===== config.mk =====
export PLATFORM = sky130hd
export DESIGN_NAME = coincidence_histogram_scanner
export DESIGN_NICKNAME = d
export VERILOG_FILES = /design/src/rtl/coincidence_histogram_scanner_pkg.sv /design/src/rtl/coincidence_histogram_scanner_csr_poll.sv /design/src/rtl/coincidence_histogram_scanner.sv
export SDC_FILE = /design/constraint.sdc
export NUM_CORES = 1
export LEC_CHECK = 0
export ABC_AREA = 0
export BUFFER_PORTS_ARGS = -buffer_cell sky130_fd_sc_hd__buf_2
export CORE_MARGIN = 1.5
export CORE_UTILIZATION = 29
export DETAILED_ROUTE_END_ITERATION = 6
export HOLD_SLACK_MARGIN = 0.08
export PLACE_DENSITY_LB_ADDON = 0.1
export RECOVER_POWER = 25
export SLEW_MARGIN = 30
export SYNTH_ARGS = -nofsm -noshare
export SYNTH_HDL_FRONTEND = slang
export SYNTH_SLANG_ARGS = --single-unit

===== constraint.sdc =====
create_clock -name sysClk -period 4.4 [get_ports sysClk]
set_clock_uncertainty 0.1 [all_clocks]
set_input_delay 0.88 -clock sysClk [delete_from_list [all_inputs] [get_ports sysClk]]
set_output_delay 0.88 -clock sysClk [all_outputs]
set_load 0.005 [all_outputs]

===== src/rtl/coincidence_histogram_scanner_pkg.sv =====
// Shared command/status layout, error codes and sequencer states for the
// coincidence recorder master-side controller. The recorder uses the same
// bit positions, so change them here only.
package coincidence_pkg;

    // Command word (gpioOut) fields
    localparam int CMD_START_BIT   = 31;
    localparam int CMD_COINC_BIT   = 30;
    localparam int CMD_REALIGN_BIT = 29;
    localparam int CMD_MUXSEL_LSB  = 24;

    // Status word (csrIn) fields; the readback address sits directly above the sum
    localparam int STAT_BUSY_BIT   = 31;
    localparam int STAT_MUXSEL_LSB = 24;
    localparam int STAT_SUM_LSB    = 0;

    // Run result codes
    localparam logic [1:0] ERR_OK         = 2'd0;
    localparam logic [1:0] ERR_TIMEOUT    = 2'd1;
    localparam logic [1:0] ERR_NO_EDGE    = 2'd2;
    localparam logic [1:0] ERR_MULTI_EDGE = 2'd3;

    typedef enum logic [3:0] {
        S_IDLE,
        S_CMD_START,
        S_WAIT_HI,
        S_WAIT_LO,
        S_READ,
        S_POLL,
        S_EVAL,
        S_JUDGE,
        S_CMD_COINC,
        S_CMD_REALIGN,
        S_FINISH
    } state_t;

endpackage


===== src/rtl/coincidence_histogram_scanner_csr_poll.sv =====
// Wait-state watchdog and readback qualifier for the recorder status word.
// A readback is trusted only after the expected address/channel has been
// seen on two consecutive cycles, which filters mid-update glitches.
module coincidence_csr_poll #(
    parameter int TIMEOUT_CYCLES = 2**20,
    parameter int MUXSEL_WIDTH   = 1,
    parameter int ADDR_WIDTH     = 7
) (
    input  logic                    i_clk,
    input  logic                    i_rst,
    input  logic                    i_load,
    input  logic                    i_waiting,
    input  logic                    i_polling,
    input  logic [ADDR_WIDTH-1:0]   i_want_addr,
    input  logic [MUXSEL_WIDTH-1:0] i_want_chan,
    input  logic [ADDR_WIDTH-1:0]   i_rb_addr,
    input  logic [MUXSEL_WIDTH-1:0] i_rb_chan,
    output logic                    o_expired,
    output logic                    o_accept
);

    localparam int TO_W = $clog2(TIMEOUT_CYCLES + 1);
    localparam logic [TO_W-1:0] TO_LOAD = TO_W'(TIMEOUT_CYCLES - 1);

    logic [TO_W-1:0] r_count;
    logic            r_matched;
    logic            w_match;

    assign w_match   = i_polling && (i_rb_addr == i_want_addr) && (i_rb_chan == i_want_chan);
    assign o_accept  = w_match && r_matched;
    // Counter reads zero in the last permitted cycle of the wait state
    assign o_expired = i_waiting && (r_count == '0);

    // Watchdog: reload on wait-state entry, count down while waiting
    always_ff @(posedge i_clk or posedge i_rst) begin
        if (i_rst) begin
            r_count <= '0;
        end else if (i_load) begin
            r_count <= TO_LOAD;
        end else if (i_waiting && (r_count != '0)) begin
            r_count <= r_count - 1'b1;
        end
    end

    // Remember whether the previous cycle already matched the request
    always_ff @(posedge i_clk or posedge i_rst) begin
        if (i_rst) begin
            r_matched <= 1'b0;
        end else begin
            r_matched <= w_match;
        end
    end

endmodule


===== src/rtl/coincidence_histogram_scanner.sv =====
// Master-side sequencer for the coincidence recorder: runs an acquisition,
// scans one channel's histogram for the rising edge of the /2 reference,
// then programs coincidence = edge + offset and requests a realign.
module coincidence_histogram_scanner
    import coincidence_pkg::*;
#(
    parameter int CHANNEL_COUNT               = 2,
    parameter int SAMPLE_CLKS_PER_COINCIDENCE = 80,
    parameter int CYCLES_PER_ACQUISITION      = 1023,
    parameter int TIMEOUT_CYCLES              = 2**20,
    localparam int MUXSEL_WIDTH = $clog2(CHANNEL_COUNT),
    localparam int ADDR_WIDTH   = $clog2(SAMPLE_CLKS_PER_COINCIDENCE),
    localparam int SUM_WIDTH    = $clog2(CYCLES_PER_ACQUISITION + 1)
) (
    input  logic                    sysClk,
    input  logic                    sysReset,
    input  logic                    start,
    input  logic [MUXSEL_WIDTH-1:0] channel,
    input  logic [ADDR_WIDTH-1:0]   offset,
    output logic                    csrStrobe,
    output logic [31:0]             gpioOut,
    input  logic [31:0]             csrIn,
    output logic                    busy,
    output logic                    done,
    output logic [1:0]              error,
    output logic [ADDR_WIDTH-1:0]   edgeAddress,
    output logic [ADDR_WIDTH:0]     edgeCount
);

    localparam logic [ADDR_WIDTH-1:0] LAST      = ADDR_WIDTH'(SAMPLE_CLKS_PER_COINCIDENCE - 1);
    localparam logic [ADDR_WIDTH:0]   N_EXT     = (ADDR_WIDTH+1)'(SAMPLE_CLKS_PER_COINCIDENCE);
    localparam logic [ADDR_WIDTH:0]   CNT_ONE   = (ADDR_WIDTH+1)'(1);
    localparam logic [SUM_WIDTH-1:0]  THRESHOLD = SUM_WIDTH'((CYCLES_PER_ACQUISITION + 1) / 2);

    state_t                  r_state, w_next;
    logic [MUXSEL_WIDTH-1:0] r_chan;
    logic [ADDR_WIDTH-1:0]   r_offset, r_index, r_edge_addr;
    logic [ADDR_WIDTH:0]     r_edge_cnt;
    logic [SUM_WIDTH-1:0]    r_sum;
    logic [1:0]              r_error;
    logic [31:0]             r_gpio, w_cmd;
    logic                    r_prime, r_prev, r_coinc_sent;
    logic                    w_strobe, w_load, w_timeout, w_expired, w_accept, w_high;
    logic                    w_rec_busy, w_waiting, w_unused_csr;
    logic [MUXSEL_WIDTH-1:0] w_rb_chan;
    logic [ADDR_WIDTH-1:0]   w_rb_addr;
    logic [SUM_WIDTH-1:0]    w_rb_sum;

    // Wrap edge + offset back into the histogram range
    function automatic logic [ADDR_WIDTH-1:0] mod_add(input logic [ADDR_WIDTH-1:0] a,
                                                      input logic [ADDR_WIDTH-1:0] b);
        logic [ADDR_WIDTH:0] s;
        s = {1'b0, a} + {1'b0, b};
        if (s >= N_EXT) s = s - N_EXT;
        return s[ADDR_WIDTH-1:0];
    endfunction

    function automatic logic [ADDR_WIDTH:0] sat_inc(input logic [ADDR_WIDTH:0] c);
        return (c >= N_EXT) ? c : c + 1'b1;
    endfunction

    assign w_rec_busy   = csrIn[STAT_BUSY_BIT];
    assign w_rb_chan    = csrIn[STAT_MUXSEL_LSB +: MUXSEL_WIDTH];
    assign w_rb_addr    = csrIn[STAT_SUM_LSB + SUM_WIDTH +: ADDR_WIDTH];
    assign w_rb_sum     = csrIn[STAT_SUM_LSB +: SUM_WIDTH];
    assign w_unused_csr = ^csrIn;  // remaining status bits are not decoded here
    assign w_high       = (r_sum >= THRESHOLD);
    assign w_waiting    = (r_state == S_WAIT_HI) || (r_state == S_WAIT_LO) || (r_state == S_POLL);

    coincidence_csr_poll #(
        .TIMEOUT_CYCLES (TIMEOUT_CYCLES),
        .MUXSEL_WIDTH   (MUXSEL_WIDTH),
        .ADDR_WIDTH     (ADDR_WIDTH)
    ) u_poll (
        .i_clk       (sysClk),
        .i_rst       (sysReset),
        .i_load      (w_load),
        .i_waiting   (w_waiting),
        .i_polling   (r_state == S_POLL),
        .i_want_addr (r_index),
        .i_want_chan (r_chan),
        .i_rb_addr   (w_rb_addr),
        .i_rb_chan   (w_rb_chan),
        .o_expired   (w_expired),
        .o_accept    (w_accept)
    );

    // State register
    always_ff @(posedge sysClk or posedge sysReset) begin
        if (sysReset) r_state <= S_IDLE;
        else          r_state <= w_next;
    end

    // Next state, strobe and command word; progress wins over a same-cycle timeout
    always_comb begin
        w_next    = r_state;
        w_strobe  = 1'b0;
        w_cmd     = r_gpio;
        w_timeout = 1'b0;
        case (r_state)
            S_IDLE:      if (start) w_next = S_CMD_START;
            S_CMD_START: begin
                w_strobe                = 1'b1;
                w_cmd                   = '0;
                w_cmd[CMD_START_BIT]    = 1'b1;
                w_next                  = S_WAIT_HI;
            end
            S_WAIT_HI: begin
                if (w_rec_busy)     w_next = S_WAIT_LO;
                else if (w_expired) begin w_next = S_FINISH; w_timeout = 1'b1; end
            end
            S_WAIT_LO: begin
                if (!w_rec_busy)    w_next = S_READ;
                else if (w_expired) begin w_next = S_FINISH; w_timeout = 1'b1; end
            end
            S_READ: begin
                w_strobe                                   = 1'b1;
                w_cmd                                      = '0;
                w_cmd[ADDR_WIDTH-1:0]                      = r_index;
                w_cmd[CMD_MUXSEL_LSB +: MUXSEL_WIDTH]      = r_chan;
                w_next                                     = S_POLL;
            end
            S_POLL: begin
                if (w_accept)       w_next = S_EVAL;
                else if (w_expired) begin w_next = S_FINISH; w_timeout = 1'b1; end
            end
            S_EVAL:      w_next = (!r_prime && (r_index == LAST)) ? S_JUDGE : S_READ;
            S_JUDGE:     w_next = (r_edge_cnt == CNT_ONE) ? S_CMD_COINC : S_FINISH;
            S_CMD_COINC: begin
                // Two cycles here: strobe, then one quiet cycle before the realign strobe
                if (!r_coinc_sent) begin
                    w_strobe              = 1'b1;
                    w_cmd                 = '0;
                    w_cmd[CMD_COINC_BIT]  = 1'b1;
                    w_cmd[ADDR_WIDTH-1:0] = mod_add(r_edge_addr, r_offset);
                end else begin
                    w_next = S_CMD_REALIGN;
                end
            end
            S_CMD_REALIGN: begin
                w_strobe               = 1'b1;
                w_cmd                  = '0;
                w_cmd[CMD_REALIGN_BIT] = 1'b1;
                w_next                 = S_FINISH;
            end
            S_FINISH:    w_next = S_IDLE;
            default:     w_next = S_IDLE;
        endcase
        w_load = (w_next != r_state) &&
                 ((w_next == S_WAIT_HI) || (w_next == S_WAIT_LO) || (w_next == S_POLL));
    end

    // Run datapath: latched request, scan index, edge tracking and result
    always_ff @(posedge sysClk or posedge sysReset) begin
        if (sysReset) begin
            r_gpio       <= '0;
            r_chan       <= '0;
            r_offset     <= '0;
            r_index      <= '0;
            r_prime      <= 1'b0;
            r_prev       <= 1'b0;
            r_sum        <= '0;
            r_error      <= ERR_OK;
            r_edge_addr  <= '0;
            r_edge_cnt   <= '0;
            r_coinc_sent <= 1'b0;
        end else begin
            r_gpio <= w_cmd;
            if (w_timeout) r_error <= ERR_TIMEOUT;
            case (r_state)
                S_IDLE: if (start) begin
                    r_chan     <= channel;
                    r_offset   <= offset;
                    r_error    <= ERR_OK;
                    r_edge_cnt <= '0;
                end
                S_WAIT_LO: if (!w_rec_busy) begin
                    // Read the last bin first so bin 0 sees its wrap-around neighbour
                    r_index <= LAST;
                    r_prime <= 1'b1;
                end
                S_POLL: if (w_accept) r_sum <= w_rb_sum;
                S_EVAL: begin
                    r_prev <= w_high;
                    if (r_prime) begin
                        r_prime <= 1'b0;
                        r_index <= '0;
                    end else begin
                        if (w_high && !r_prev) begin
                            if (r_edge_cnt == '0) r_edge_addr <= r_index;
                            r_edge_cnt <= sat_inc(r_edge_cnt);
                        end
                        if (r_index != LAST) r_index <= r_index + 1'b1;
                    end
                end
                S_JUDGE: begin
                    if (r_edge_cnt == '0)          r_error <= ERR_NO_EDGE;
                    else if (r_edge_cnt != CNT_ONE) r_error <= ERR_MULTI_EDGE;
                end
                S_CMD_COINC: r_coinc_sent <= !r_coinc_sent;
                default: ;
            endcase
        end
    end

    assign csrStrobe   = w_strobe;
    assign gpioOut     = w_cmd;
    assign busy        = (r_state != S_IDLE) && (r_state != S_FINISH);
    assign done        = (r_state == S_FINISH);
    assign error       = r_error;
    assign edgeAddress = r_edge_addr;
    assign edgeCount   = r_edge_cnt;

endmodule

==> qor.txt <==
Mapped Avg Cell Area -> 9.71 sq um
GP Congestion -> 0.746
# clock sinks -> 94
CTS tree -> done
Drt wl/cell -> 15.1 um
DRT iter0 DRCs -> 224
Fillers -> 1663
Hold buffers post-CTS -> 0
Worst path arrival time -> 3.25 ns
Slowest CP cell -> dfrtp_1
TNS Setup -> 0 ns
Peak supply drop -> 208 uV
Initial antenna violation count -> 0
WS Path Type -> reg2out
Clock Latency Late Sink -> 0.34 ns
First-pass GRT wire length -> 19500 um
Sequential power share -> 0.393
Int Pwr -> 1.88 mW
Final Setup Violations -> 0
Power share of the clock group -> 0.240
Worst-Margin Slew -> 1.97 ns
Asr flop ratio synth -> 1.00
H-Tree Depth -> 3
Initial Utilization -> 0.299
Io pins -> 95
Status -> finished with violations
Crit-path max cell delay -> 0.44 ns
Switch Pwr -> 1.22 mW
Post-synth cell types -> 59
WP buf/inv -> 1
DIE AREA -> 17300 sq um
Cell taking the most area after synthesis -> dfrtp_1
Slew Limit Fails -> 46
Multi-input gate area -> 2290 sq um
Post-Synthesis Cells -> 493
Vias in the first global route -> 3524
Die H -> 131 um
CTS max path bufs -> 2
Failing checks -> capacitance limit, slew limit
Diode count -> 0
Critical-path cell list -> ha_1 > a21o_1 > a21oi_1 > nor2b_1 > o21ai_1 > nor2b_1 > xor2_1 > ha_1 > o21ai_1 > a21oi_2 > mux2i_1 > a21o_1 > buf_2
Residual DRC -> 0
Pwr Density -> 547 nW/um^2
Max-slew headroom -> -0.319
GR Util All Layers -> 0.142
Commonest cells in the synthesized netlist -> dfrtp_1 (94), nand2_1 (78), nor2_1 (37)
Hpwl dp -> 8400 um
Post-Syn Area -> 4790 sq um
#FFs+latches synth -> 94
Sw frac -> 0.394
CTS buffer count -> 9
Worst hold slack -> 0.376 ns
Clock-pin slew on the worst setup and hold paths -> 0.07 ns
Max Clk Rate -> 236 MHz
Worst EP required -> 3.42 ns
Seq/Total Area, Yosys -> 0.491
Clock root cell -> clkbuf_16
Die Wd -> 131 um
Worst setup SP type -> flip-flop
DR pass1 iterations -> 6
Max-cap violations -> 1
Synth top area share -> 0.491
Largest net degree at the start of global routing -> 51
CP max FO -> 3
Ys Warns -> 0
Area contributors post-synth -> dfrtp_1 (49%), nand2_1 (6.1%), ha_1 (3.9%)
Post-synthesis net count -> 552
Leak -> 2.65 nW
Storage element area -> 2350 sq um
Detail Route Antenna Nets -> 0
Vias/cell -> 4.70
Core area -> 16000 sq um
Count leader, synth -> dfrtp_1
CP top delay family -> compound AO/OA/AOI/OAI gates
Fin crit share -> 0.962
Vias -> 3684
Final min period -> 4.23 ns
Nets -> 622
Logic pwr share -> 0.367
Ratio of cells with drive above 1 in the final layout -> 0.201
Cell Count, Final, Fillers Out -> 784
Primary FF master, synth -> dfrtp_1
Rows -> 46
Final hold viol count -> 0
# port buffers -> 72
Worst Setup End Kind -> output pin
WL final -> 11900 um
Layout area overhead -> 18.5%
Remaining global-route overflow -> 0
Number of flops mapped to enable cells by yosys -> 0
Placed instance count -> 767
Min-delay worst type -> reg2reg
[stage by stage]
stage / setup WS (ns) / utilization / total power [mW] / instance area, sq um
3_3_place_gp: 0.493 / 0.337 / 2.37 / 5390
2_1_floorplan: 0.815 / - / 2.03 / 4790
5_1_grt: -0.0151 / 0.355 / 3.38 / 5670
3_5_place_dp: 0.405 / 0.337 / 2.38 / 5390
4_1_cts: 0.00466 / 0.355 / 3.16 / 5680
6_report: 0.166 / 0.355 / 3.10 / 5670
[repair_timing]
| action | 4_1_cts | 5_1_grt |
|---|---|---|
| buffers inserted | 0 | 1 |
| gates resized for setup | 0 | 3 |
| endpoints found under the setup margin | 0 | 2 |
[power by group through the flow]
stage / clock (mW) / combinational (mW) / sequential, mW
final: 0.745 / 1.14 / 1.22
after global routing: 0.820 / 1.31 / 1.25
after CTS: 0.785 / 1.15 / 1.22
after detailed placement: 0 / 1.14 / 1.24
after global placement: 0 / 1.13 / 1.24
after floorplan: 0 / 0.910 / 1.12
[cells in the final DEF (no fill, tap or decap), types with 14 or more instances in the layout]
cell,netlist,final
inv_1,18,17
nand3_1,14,14
nand2_1,78,78
dfrtp_1,94,94
o21ai_0,18,16
nor2_1,37,37
and2_1,23,23
ha_1,15,15
xor2_1,20,20
a21oi_1,20,19
xnor2_1,16,16
buf_2,0,72
[state kept, by name, summed over array words and instances (netlist names)]
register and flops:
r_gpio 32, u_poll.r_count 21, edgeCount 8, edgeAddress 7
r_index 7, r_offset 7, r_state 4, error 2
r_chan 1, r_coinc_sent 1, r_prev 1, r_prime 1
r_sum 1, u_poll.r_matched 1
[routing by layer]
layer	GRT usage	wire [um]	vias up
li1	-	-	1846
met1	0.207	6060	1762
met2	0.206	5230	72
met3	0.0397	487	4
met4	0.0352	89	0
met5	0	0	-
[layout make-up]
type                            instances  area share
Timing Repair Buffer                   78      0.0710
Sequential cell                        94       0.415
Clock buffer                           11      0.0445
Inverter                               19      0.0128
Clock inverter                          5     0.00595
Multi-Input combinational cell        361       0.404
Tap cell                              216      0.0476
[worst register-to-register path: stages, from the launching register on]
cell	delay, ns
dfrtp_1	0.48
ha_1	0.26
and3_1	0.23
nor4b_1	0.67
a221oi_1	0.24
a32oi_2	0.37
a21oi_1	0.07
mux2_2	0.30
nand3_2	0.30
o211ai_1	0.15
[worst paths after layout]
kind,slack (ns),to,startpoint,cells after the start
min in group asynchronous,0.93,r_gpio[7],sysReset,2
worst min-delay path,0.38,r_gpio[28],r_gpio[28],1
max in group asynchronous,1.26,edgeCount[7],sysReset,3
worst min register to register,0.38,r_gpio[28],r_gpio[28],1
worst max-delay path,0.17,gpioOut[5],r_offset[1],13
worst max register to register,1.09,u_poll.r_count[1],r_index[1],9
[kinds of logic after synthesis]
logic type / synth area share
AOI/OAI and AO/OA: 0.119
adders and majority gates: 0.0434
DFF: 0.491
and+or+nand+nor: 0.228
muxes: 0.0206
xor gates and xnor gates: 0.0659
buffers and inverters: 0.0314
Note: power is estimated with default switching activity, not from simulation.
